$ cat config.mk
export PLATFORM = sky130hd
export DESIGN_NAME = jt1943_objbus_arb
export DESIGN_NICKNAME = d
export VERILOG_FILES = /design/src/rtl/jt1943_objbus_pkg.sv /design/src/rtl/jtgng_sync2.sv /design/src/rtl/jt1943_objbus_arb.sv
export SDC_FILE = /design/constraint.sdc
export NUM_CORES = 1
export LEC_CHECK = 0
export ABC_AREA = 1
export CAP_MARGIN = 20
export CORE_MARGIN = 5
export CORE_UTILIZATION = 33
export CTS_BUF_LIST = sky130_fd_sc_hd__clkbuf_4 sky130_fd_sc_hd__clkbuf_8 sky130_fd_sc_hd__clkbuf_16
export DETAILED_ROUTE_END_ITERATION = 8
export GPL_TIMING_DRIVEN = 0
export HOLD_SLACK_MARGIN = 0.02
export MAX_ROUTING_LAYER = met4
export PLACE_DENSITY = 0.79
export SYNTH_ARGS = -nofsm -noshare
export SYNTH_HDL_FRONTEND = slang
export SYNTH_SLANG_ARGS = --single-unit
$ cat constraint.sdc
create_clock -name clk -period 3.25 [get_ports clk]
set_input_delay 0.325 -clock clk [delete_from_list [all_inputs] [get_ports clk]]
set_output_delay 0.325 -clock clk [all_outputs]
set_load 0.01 [all_outputs]
$ cat src/rtl/jt1943_objbus_pkg.sv
// Shared types and defaults for the object-RAM bus arbiter.
package jt1943_objbus_pkg;

  typedef enum logic [1:0] {
    IDLE    = 2'd0,
    REQ     = 2'd1,
    GRANT   = 2'd2,
    RELEASE = 2'd3
  } state_t;

  localparam logic [12:0] OKOUT_ADDR_DEF = 13'h1804;
  localparam logic [7:0]  WAIT_MAX_DEF   = 8'd200;

endpackage

$ cat src/rtl/jtgng_sync2.sv
// Two-flop synchroniser for a single asynchronous input, with a selectable reset level.
module jtgng_sync2 #(
  parameter logic RST_VAL = 1'b0
) (
  input  logic clk,
  input  logic rst,
  input  logic d_i,
  output logic q_o
);

  logic s1_q, s2_q;

  always_ff @(posedge clk) begin
    if (rst) begin
      s1_q <= RST_VAL;
      s2_q <= RST_VAL;
    end else begin
      s1_q <= d_i;
      s2_q <= s1_q;
    end
  end

  assign q_o = s2_q;

endmodule

$ cat src/rtl/jt1943_objbus_arb.sv
// Object-RAM bus arbiter: halts the Z80 via BUSRQ/BUSAK, grants the RAM port to the
// sprite DMA, generates the OKOUT start pulse and returns RAM data to the DMA on DB.
module jt1943_objbus_arb
  import jt1943_objbus_pkg::*;
#(
  parameter logic [12:0] OKOUT_ADDR = OKOUT_ADDR_DEF,
  parameter logic [7:0]  WAIT_MAX   = WAIT_MAX_DEF
) (
  input  logic        clk,
  input  logic        rst,
  input  logic        cen6,
  input  logic [12:0] cpu_AB,
  input  logic [7:0]  cpu_dout,
  input  logic        cpu_wrn,
  input  logic        cpu_obj_cs,
  output logic        cpu_busrq_n,
  input  logic        cpu_busak_n,
  output logic        OKOUT,
  input  logic        bus_req,
  output logic        bus_ack,
  input  logic        blen,
  input  logic [12:0] obj_AB,
  output logic [7:0]  DB,
  output logic [12:0] ram_addr,
  output logic        ram_we,
  output logic [7:0]  ram_din,
  input  logic [7:0]  ram_dout,
  output logic        stall
);

  state_t      state_q, state_d;
  logic        busrq_n_q, busrq_n_d;
  logic        bus_ack_q, bus_ack_d;
  logic        stall_q, stall_d;
  logic [7:0]  wait_q, wait_d;
  logic        busak_s;
  logic        wrn_q, pend_q, okout_q, ok_hit;
  logic        okout_wr;
  logic [7:0]  db_q;

  jtgng_sync2 #(.RST_VAL(1'b1)) u_busak_sync (
    .clk (clk),
    .rst (rst),
    .d_i (cpu_busak_n),
    .q_o (busak_s)
  );

  always_comb begin
    state_d   = state_q;
    busrq_n_d = busrq_n_q;
    bus_ack_d = bus_ack_q;
    stall_d   = stall_q;
    wait_d    = wait_q;
    case (state_q)
      IDLE: begin
        if (bus_req) begin
          state_d   = REQ;
          busrq_n_d = 1'b0;
          wait_d    = '0;
        end
      end
      REQ: begin
        // A withdrawn request wins over a late BUSAK so the DMA never sees an ack.
        if (!bus_req) begin
          state_d   = RELEASE;
          busrq_n_d = 1'b1;
        end else if (!busak_s) begin
          state_d   = GRANT;
          bus_ack_d = 1'b1;
        end else begin
          if (wait_q != '1) wait_d = wait_q + 8'd1;
          if (wait_d >= WAIT_MAX) stall_d = 1'b1;
        end
      end
      GRANT: begin
        if (!bus_req) begin
          state_d   = RELEASE;
          bus_ack_d = 1'b0;
          busrq_n_d = 1'b1;
        end
      end
      RELEASE: begin
        if (busak_s) state_d = IDLE;
      end
      default: state_d = IDLE;
    endcase
  end

  always_ff @(posedge clk) begin
    if (rst) begin
      state_q   <= IDLE;
      busrq_n_q <= 1'b1;
      bus_ack_q <= 1'b0;
      stall_q   <= 1'b0;
      wait_q    <= '0;
    end else if (cen6) begin
      state_q   <= state_d;
      busrq_n_q <= busrq_n_d;
      bus_ack_q <= bus_ack_d;
      stall_q   <= stall_d;
      wait_q    <= wait_d;
    end
  end

  // OKOUT request: falling edge of cpu_wrn on the trigger address, stretched to one cen6 period.
  assign okout_wr = cpu_obj_cs && (cpu_AB == OKOUT_ADDR);
  assign ok_hit   = okout_wr & wrn_q & ~cpu_wrn;

  always_ff @(posedge clk) begin
    if (rst) begin
      wrn_q   <= 1'b1;
      pend_q  <= 1'b0;
      okout_q <= 1'b0;
    end else begin
      wrn_q <= cpu_wrn;
      if (cen6) begin
        okout_q <= pend_q | ok_hit;
        pend_q  <= 1'b0;
      end else if (ok_hit) begin
        pend_q <= 1'b1;
      end
    end
  end

  always_ff @(posedge clk) begin
    if (rst)                          db_q <= '0;
    else if (cen6 && bus_ack_q && blen) db_q <= ram_dout;
  end

  // The trigger address is a strobe register, not RAM, so its writes are kept out of memory.
  assign ram_addr    = bus_ack_q ? obj_AB : cpu_AB;
  assign ram_we      = ~bus_ack_q & cpu_obj_cs & ~cpu_wrn & ~okout_wr;
  assign ram_din     = cpu_dout;
  assign cpu_busrq_n = busrq_n_q;
  assign bus_ack     = bus_ack_q;
  assign stall       = stall_q;
  assign OKOUT       = okout_q;
  assign DB          = db_q;

endmodule

==> run metrics, run 1 <==
outcome=completed; Sw Share=27.2%; max-cap violations=0; count of buffers from port buffering=75; category of the worst setup path launch point=flop; via count of the first global-routing pass=1606; sequential share of the synthesized area=32.9%; switching power of the nets=0.244 mW; total setup buffers inserted after CTS=0; Post-route DRC=0; Sink Count=26; global-route wire length before repair=6960 um; class of the most critical hold timing path=flop to flop; first-pass detailed-route iteration total=4; clock latency at the later pin of the worst-skew pair=270 ps; Reg clk slew, reported paths=90 ps; average footprint of a synthesized cell=6.57 sq um; critical path arrival=2050 ps; routed wire length=4140 um; Synth top area share=32.9%; Ports=84; die width=79.3 um; H-tree levels=1; post-route worst hold slack=422 ps; number of nets produced by synthesis=296; number of antenna violations at the first check in global routing=0; achievable clock frequency=0.422 GHz; Int Power=0.652 mW; CP endpoint kind=output port; period utilization=73.0%; most frequent cell after synthesis=sky130_fd_sc_hd__nand2_1; FF/Latch Area=520 sq um; vertical die dimension=79.3 um; combinational power share=31.4%; share of post-route cells with drive strength above 1=8.75%; NumNets Final=376; required time at the endpoint of the critical path=2920 ps; count of pins over their slew limit=0; #FFs+latches synth=26; clock period minus worst slack=2370 ps; Initial Util=33.8%; fillcell total=448; Setup CP Type=flop to output port; relative contribution of the clock network to total power=29.8%; transition time of the tightest slew-check pin=489 ps; vias per inst=4.60; top area cells in the synthesized netlist=sky130_fd_sc_hd__dfxtp_1 33%, sky130_fd_sc_hd__nand2_1 13%, sky130_fd_sc_hd__inv_1 11%, sky130_fd_sc_hd__o21ai_0 8.5%, sky130_fd_sc_hd__a21oi_1 6.3%; area taken by multi-input logic gates=803 sq um; unrepaired setup endpoints after global routing=no; total congestion overflow after global routing=0; final hold violation count=0; post-CTS resize count=0; areal power density over the cells=362 nW/um^2; wire length per cell after detailed routing=11.1 um; worst-path fanout max=10; Post-DP HPWL=3420 um; commonest cells in the netlist=53 x sky130_fd_sc_hd__nand2_1, 45 x sky130_fd_sc_hd__inv_1, 27 x sky130_fd_sc_hd__o21ai_0, 26 x sky130_fd_sc_hd__dfxtp_1, 20 x sky130_fd_sc_hd__a21oi_1; origin of the critical flop-to-flop path=state_q[1]; share of flip-flops with an asynchronous set or reset=0%; CTS Hold Bufs=0; skew final=5.51 ps; Gate Count Post-Synth=241; Max Buffers Root-to-Sink=2; worst ir drop on vdd=0.000255 V; Total Die Area=6290 sq um; worst relative slew slack=67.4%; TritonCTS clock tree=yes; library cell with the largest summed area after synthesis=sky130_fd_sc_hd__dfxtp_1; weighted congestion reported at the end of routability-driven placement=0.877; antenna fix cells=0; Antenna Violating Nets Remaining=0; Setup violations, final=0; synth-to-layout area growth=56.2%; Min-Delay Startpoint=u_busak_sync.s1_q; row cnt=25; area of the core=4690 sq um; Syn Std Cell Area=1580 sq um; most frequently used flop master after synthesis=sky130_fd_sc_hd__dfxtp_1; via count=1721; library cell used as clock root buffer=sky130_fd_sc_hd__clkbuf_8; sequential share of power=38.8%; pin count of the biggest net entering global routing=16; number of buffers added by the clock tree synthesis step=3; final-layout setup total negative slack=0 ps; number of warnings reported in the yosys synthesis log=0; Global Route Usage Sum=13.8%; number of enable flip-flop cells after synthesis=0; standby leakage power=1.01 nW; count of cell types in the netlist=27; Critical Path Start=bus_ack; initial drt markers=84
-- area by class of cell --
| type | count | share of cell area, % |
|---|---|---|
| sequential | 26 | 21.0 |
| clock buffer | 3 | 1.67 |
| tap | 54 | 2.73 |
| timing repair buffer | 75 | 30.3 |
| buffer | 14 | 3.39 |
| multi-input combinational | 154 | 32.5 |
| clock inverter | 1 | 1.21 |
| inverter | 47 | 7.13 |
-- critical path, cell delays in order, from the launching register on --
cell and delay [ps]:
sky130_fd_sc_hd__dfxtp_1 340, sky130_fd_sc_hd__clkbuf_1 270, sky130_fd_sc_hd__clkbuf_1 390, sky130_fd_sc_hd__nand2_1 80, sky130_fd_sc_hd__o21ai_0 100, sky130_fd_sc_hd__clkdlybuf4s50_1 580
-- cell usage in the layout (no fill, tap or decap), types with 2 or more instances in the layout --
cell type,count
sky130_fd_sc_hd__o21ai_2,2
sky130_fd_sc_hd__inv_2,2
sky130_fd_sc_hd__clkdlybuf4s50_1,75
sky130_fd_sc_hd__nor2_1,15
sky130_fd_sc_hd__o21ai_0,27
sky130_fd_sc_hd__a21oi_1,20
sky130_fd_sc_hd__nand3_1,10
sky130_fd_sc_hd__or2_2,2
sky130_fd_sc_hd__nor2_4,2
sky130_fd_sc_hd__inv_1,45
sky130_fd_sc_hd__clkbuf_8,3
sky130_fd_sc_hd__buf_4,8
sky130_fd_sc_hd__ha_1,5
sky130_fd_sc_hd__nand2_4,2
sky130_fd_sc_hd__nand2_1,53
sky130_fd_sc_hd__nand4_1,4
sky130_fd_sc_hd__nor3_1,3
sky130_fd_sc_hd__clkbuf_1,5
sky130_fd_sc_hd__dfxtp_1,26
-- flip-flops by register name, summed over array words and instances, names as in the netlist --
register           flops
DB                     8
stall                  1
state_q                2
wait_q                 8
cpu_busrq_n            1
u_busak_sync.q_o       1
OKOUT                  1
pend_q                 1
wrn_q                  1
bus_ack                1
u_busak_sync.s1_q      1
-- power groups by stage --
stage	sequential [mW]	combinational, mW	clock [mW]
global route	0.351	0.310	0.289
detailed placement	0.355	0.282	0
floorplan	0.357	0.128	0
global placement	0.354	0.277	0
CTS	0.348	0.285	0.276
finish	0.348	0.281	0.267
-- layer usage --
layer	vias to the layer above	track usage, %	routed length, um
li1	908	-	-
met1	757	16.5	1760
met2	51	23.5	2030
met3	5	2.61	302
met4	0	4.12	50
met5	-	-	0
-- per-stage QoR --
stage | power, mW | cell area (sq um) | setup slack [ps] | utilization [%] | instances
after floorplan | 0.485 | 1580 | 1820 | - | 241
after global placement | 0.631 | 2400 | 1190 | 51.2 | 370
after detailed placement | 0.637 | 2400 | 1180 | 51.2 | 370
after CTS | 0.909 | 2470 | 855 | 52.7 | 374
after global routing | 0.950 | 2470 | 679 | 52.7 | 374
final | 0.896 | 2470 | 879 | 52.7 | 374
-- final timing paths --
kind / endpoint / slack, ps / cells after the start
max: ram_addr[9] / 880 / 5
min: u_busak_sync.q_o / 420 / 1
max reg2reg: state_q[0] / 1560 / 8
min reg2reg: u_busak_sync.q_o / 420 / 1
-- cells by family after synthesis --
group           share of synthesized area [%]
buf+inv                                  16.4
fa+ha+maj                                3.95
xor+xnor                                0.553
flops                                    32.9
simple gates                             28.8
compound gates                           17.4
No activity file was read; power rests on OpenSTA's default activity.
==> inputs of run 2 (changes only) <==
--- a/config.mk
+++ b/config.mk
@@ -14,7 +14,7 @@
 export GPL_TIMING_DRIVEN = 0
 export HOLD_SLACK_MARGIN = 0.02
 export MAX_ROUTING_LAYER = met4
-export PLACE_DENSITY = 0.79
+export PLACE_DENSITY = 0.82
 export SYNTH_ARGS = -nofsm -noshare
 export SYNTH_HDL_FRONTEND = slang
 export SYNTH_SLANG_ARGS = --single-unit
==> constraint.sdc (replaced) <==
create_clock -name clk -period 2 [get_ports clk]
set_input_delay 0.2 -clock clk [delete_from_list [all_inputs] [get_ports clk]]
set_output_delay 0.2 -clock clk [all_outputs]
set_load 0.01 [all_outputs]
==> run 2 against run 1 <==
Against the previous run: combinational power rose by 62%; clock skew fell by 4.4 ps; global-route usage up 1.0 points; critical path depth fell by 1; sequential cell count did not move; critical path type unchanged; via count down 0.52%; largest cell class unchanged; utilization is 0.64 points lower; die area unchanged; sequential share of layout area increased by 0.31 points; sequential power up 64%; first-iteration DRC count decreased by 1.2%; register-to-register slack lost 1300 ps; largest power group unchanged.
==> run metrics, run 2 (synthesis results as in run 1) <==
outcome=completed; sequential share of power=43.3% (+4.5 points); most frequent cells in the layout=75 x sky130_fd_sc_hd__clkdlybuf4s50_1, 53 x sky130_fd_sc_hd__nand2_1, 45 x sky130_fd_sc_hd__inv_1, 27 x sky130_fd_sc_hd__o21ai_0, 25 x sky130_fd_sc_hd__dfxtp_1; count of buffers from port buffering=75 (unchanged); die width=79.3 um (unchanged); vias per inst=4.60 (about the same); most frequent standard cell in the layout excluding fill and tap cells=sky130_fd_sc_hd__clkdlybuf4s50_1; achievable clock frequency=0.538 GHz; Post-route DRC=0 (unchanged); Post-DP HPWL=3540 um (+3.5%); Placed Cells=370 (unchanged); fillcell total=473 (+5.6%); FF/Latch Area=522 sq um (+0.24%); global-route wire length before repair=7400 um (+6.4%); number of antenna violations at the first check in global routing=0 (unchanged); via count of the first global-routing pass=1693 (+5.4%); synth-to-layout area growth=54.3%; number of buffers added by the clock tree synthesis step=3 (unchanged); final core utilization=52.1% (-0.64 points); routed wire length=4300 um (+3.9%); final-layout setup total negative slack=0 ps (unchanged); number of standard cells in the final layout excluding fillers=372 (-0.53%); total congestion overflow after global routing=0 (unchanged); max-cap violations=0 (unchanged); routed length on met1=1800 um (+2.6%); Sw Share=29.6% (+2.4 points); Global Route Usage Sum=14.8% (+1.0 points); Setup CP Type=flop to output port; worst-path fanout max=10 (unchanged); row cnt=25 (unchanged); first-pass detailed-route iteration total=4 (unchanged); CTS Hold Bufs=0 (unchanged); Antenna Violating Nets Remaining=0 (unchanged); area taken by multi-input logic gates=803 sq um (unchanged); library cell used as clock root buffer=sky130_fd_sc_hd__clkbuf_8; Initial Util=33.8% (unchanged); class of the most critical hold timing path=flop to flop; combinational power share=34.6% (+3.2 points); final hold violation count=0 (unchanged); Int Power=0.928 mW (+42%); critical path arrival=1660 ps (-390 ps); relative contribution of the clock network to total power=22.1% (-7.7 points); via count=1712 (-0.52%); clock period minus worst slack=1860 ps; weighted congestion reported at the end of routability-driven placement=0.826 (-5.8%); Reg clk slew, reported paths=80 ps (about the same); Ports=84 (unchanged); skew final=1.14 ps (-4.37 ps); unrepaired setup endpoints after global routing=no; antenna fix cells=0 (unchanged); area of the core=4690 sq um (unchanged); Sink Count=26 (unchanged); CP endpoint kind=output port; switching power of the nets=0.389 mW (+60%); period utilization=93.0%; Top Metal Used=met4; clock latency at the later pin of the worst-skew pair=270 ps (about the same); Setup violations, final=0 (unchanged); Max Buffers Root-to-Sink=2 (unchanged); amount of wire on met2 after detailed routing=2150 um (+6.1%); areal power density over the cells=539 nW/um^2 (+49%); NumNets Final=375 (-0.27%); wire length per cell after detailed routing=11.6 um (+4.4%); total setup buffers inserted after CTS=0 (unchanged); share of post-route cells with drive strength above 1=9.43% (+0.68 points); Total Die Area=6290 sq um (unchanged); pin count of the biggest net entering global routing=14 (-2); TritonCTS clock tree=yes; transition time of the tightest slew-check pin=522 ps (+32.9 ps); standby leakage power=1.00 nW (-0.80%); cell area after placement=2400 sq um (unchanged); count of pins over their slew limit=0 (unchanged); routed length on met3=290 um (-4.0%); worst ir drop on vdd=0.000386 V (+51%); final cell area excluding filler cells=2440 sq um (-1.2%); H-tree levels=1 (unchanged); required time at the endpoint of the critical path=1800 ps (-1120 ps); worst relative slew slack=65.2% (-2.2 points); Power Total=1.32 mW (+47%); vertical die dimension=79.3 um (unchanged); initial drt markers=83 (-1.2%); category of the worst setup path launch point=flop
==> run 2: changes by cell type in the layout (fill, tap and decap cells not counted) <==
cell and change:
sky130_fd_sc_hd__clkbuf_1 -3, sky130_fd_sc_hd__dfxtp_1 -1, sky130_fd_sc_hd__bufinv_16 -1, sky130_fd_sc_hd__clkbuf_2 +2, sky130_fd_sc_hd__dfxtp_2 +1
==> run 2: final timing paths <==
path                                   startpoint               end  slack (ps)  cells past startpoint
worst max-delay path                      bus_ack       ram_addr[0]         140                      4
worst min-delay path            u_busak_sync.s1_q  u_busak_sync.q_o         420                      1
worst max register to register         state_q[1]        state_q[0]         270                      8
worst min register to register  u_busak_sync.s1_q  u_busak_sync.q_o         420                      1
==> run 2: final cells by class <==
class                           instances  share of cell area, %
Tap cell                               54                   2.76
Inverter                               47                   7.22
Clock buffer                            3                   1.69
Sequential cell                        26                   21.4
Timing Repair Buffer                   75                   30.7
Buffer                                 13                   3.38
Multi-Input combinational cell        154                   32.9
==> run 2: power by group through the flow <==
stage,clock [mW],combinational (mW),sequential [mW]
detailed placement,0,0.463,0.577
global placement,0,0.450,0.576
floorplan,0,0.208,0.580
CTS,0.296,0.461,0.571
global route,0.325,0.505,0.576
finish,0.291,0.456,0.570
==> run 2: through the flow <==
step	setup WS [ps]	hold WS [ps]
global route	4.97	435
global placement	64.1	392
finish	141	419
floorplan	565	304
detailed placement	51.6	404
CTS	111	425
==> run 2: timing repair <==
action,4_1_cts,5_1_grt
endpoints found under the hold margin,0,0
resized for setup,3,0
setup endpoints to repair,13,0
==> run 2: critical path: stages, from the launching register on <==
cell and delay, ps:
sky130_fd_sc_hd__dfxtp_2 420, sky130_fd_sc_hd__clkbuf_2 230, sky130_fd_sc_hd__nand2_1 80, sky130_fd_sc_hd__o21ai_0 90
sky130_fd_sc_hd__clkdlybuf4s50_1 580
==> run 2: routing by layer <==
layer,global-route usage (%),up-vias
met5,-,-
met4,3.95,0
met3,2.49,8
met2,25.9,47
met1,17.5,758
li1,-,899
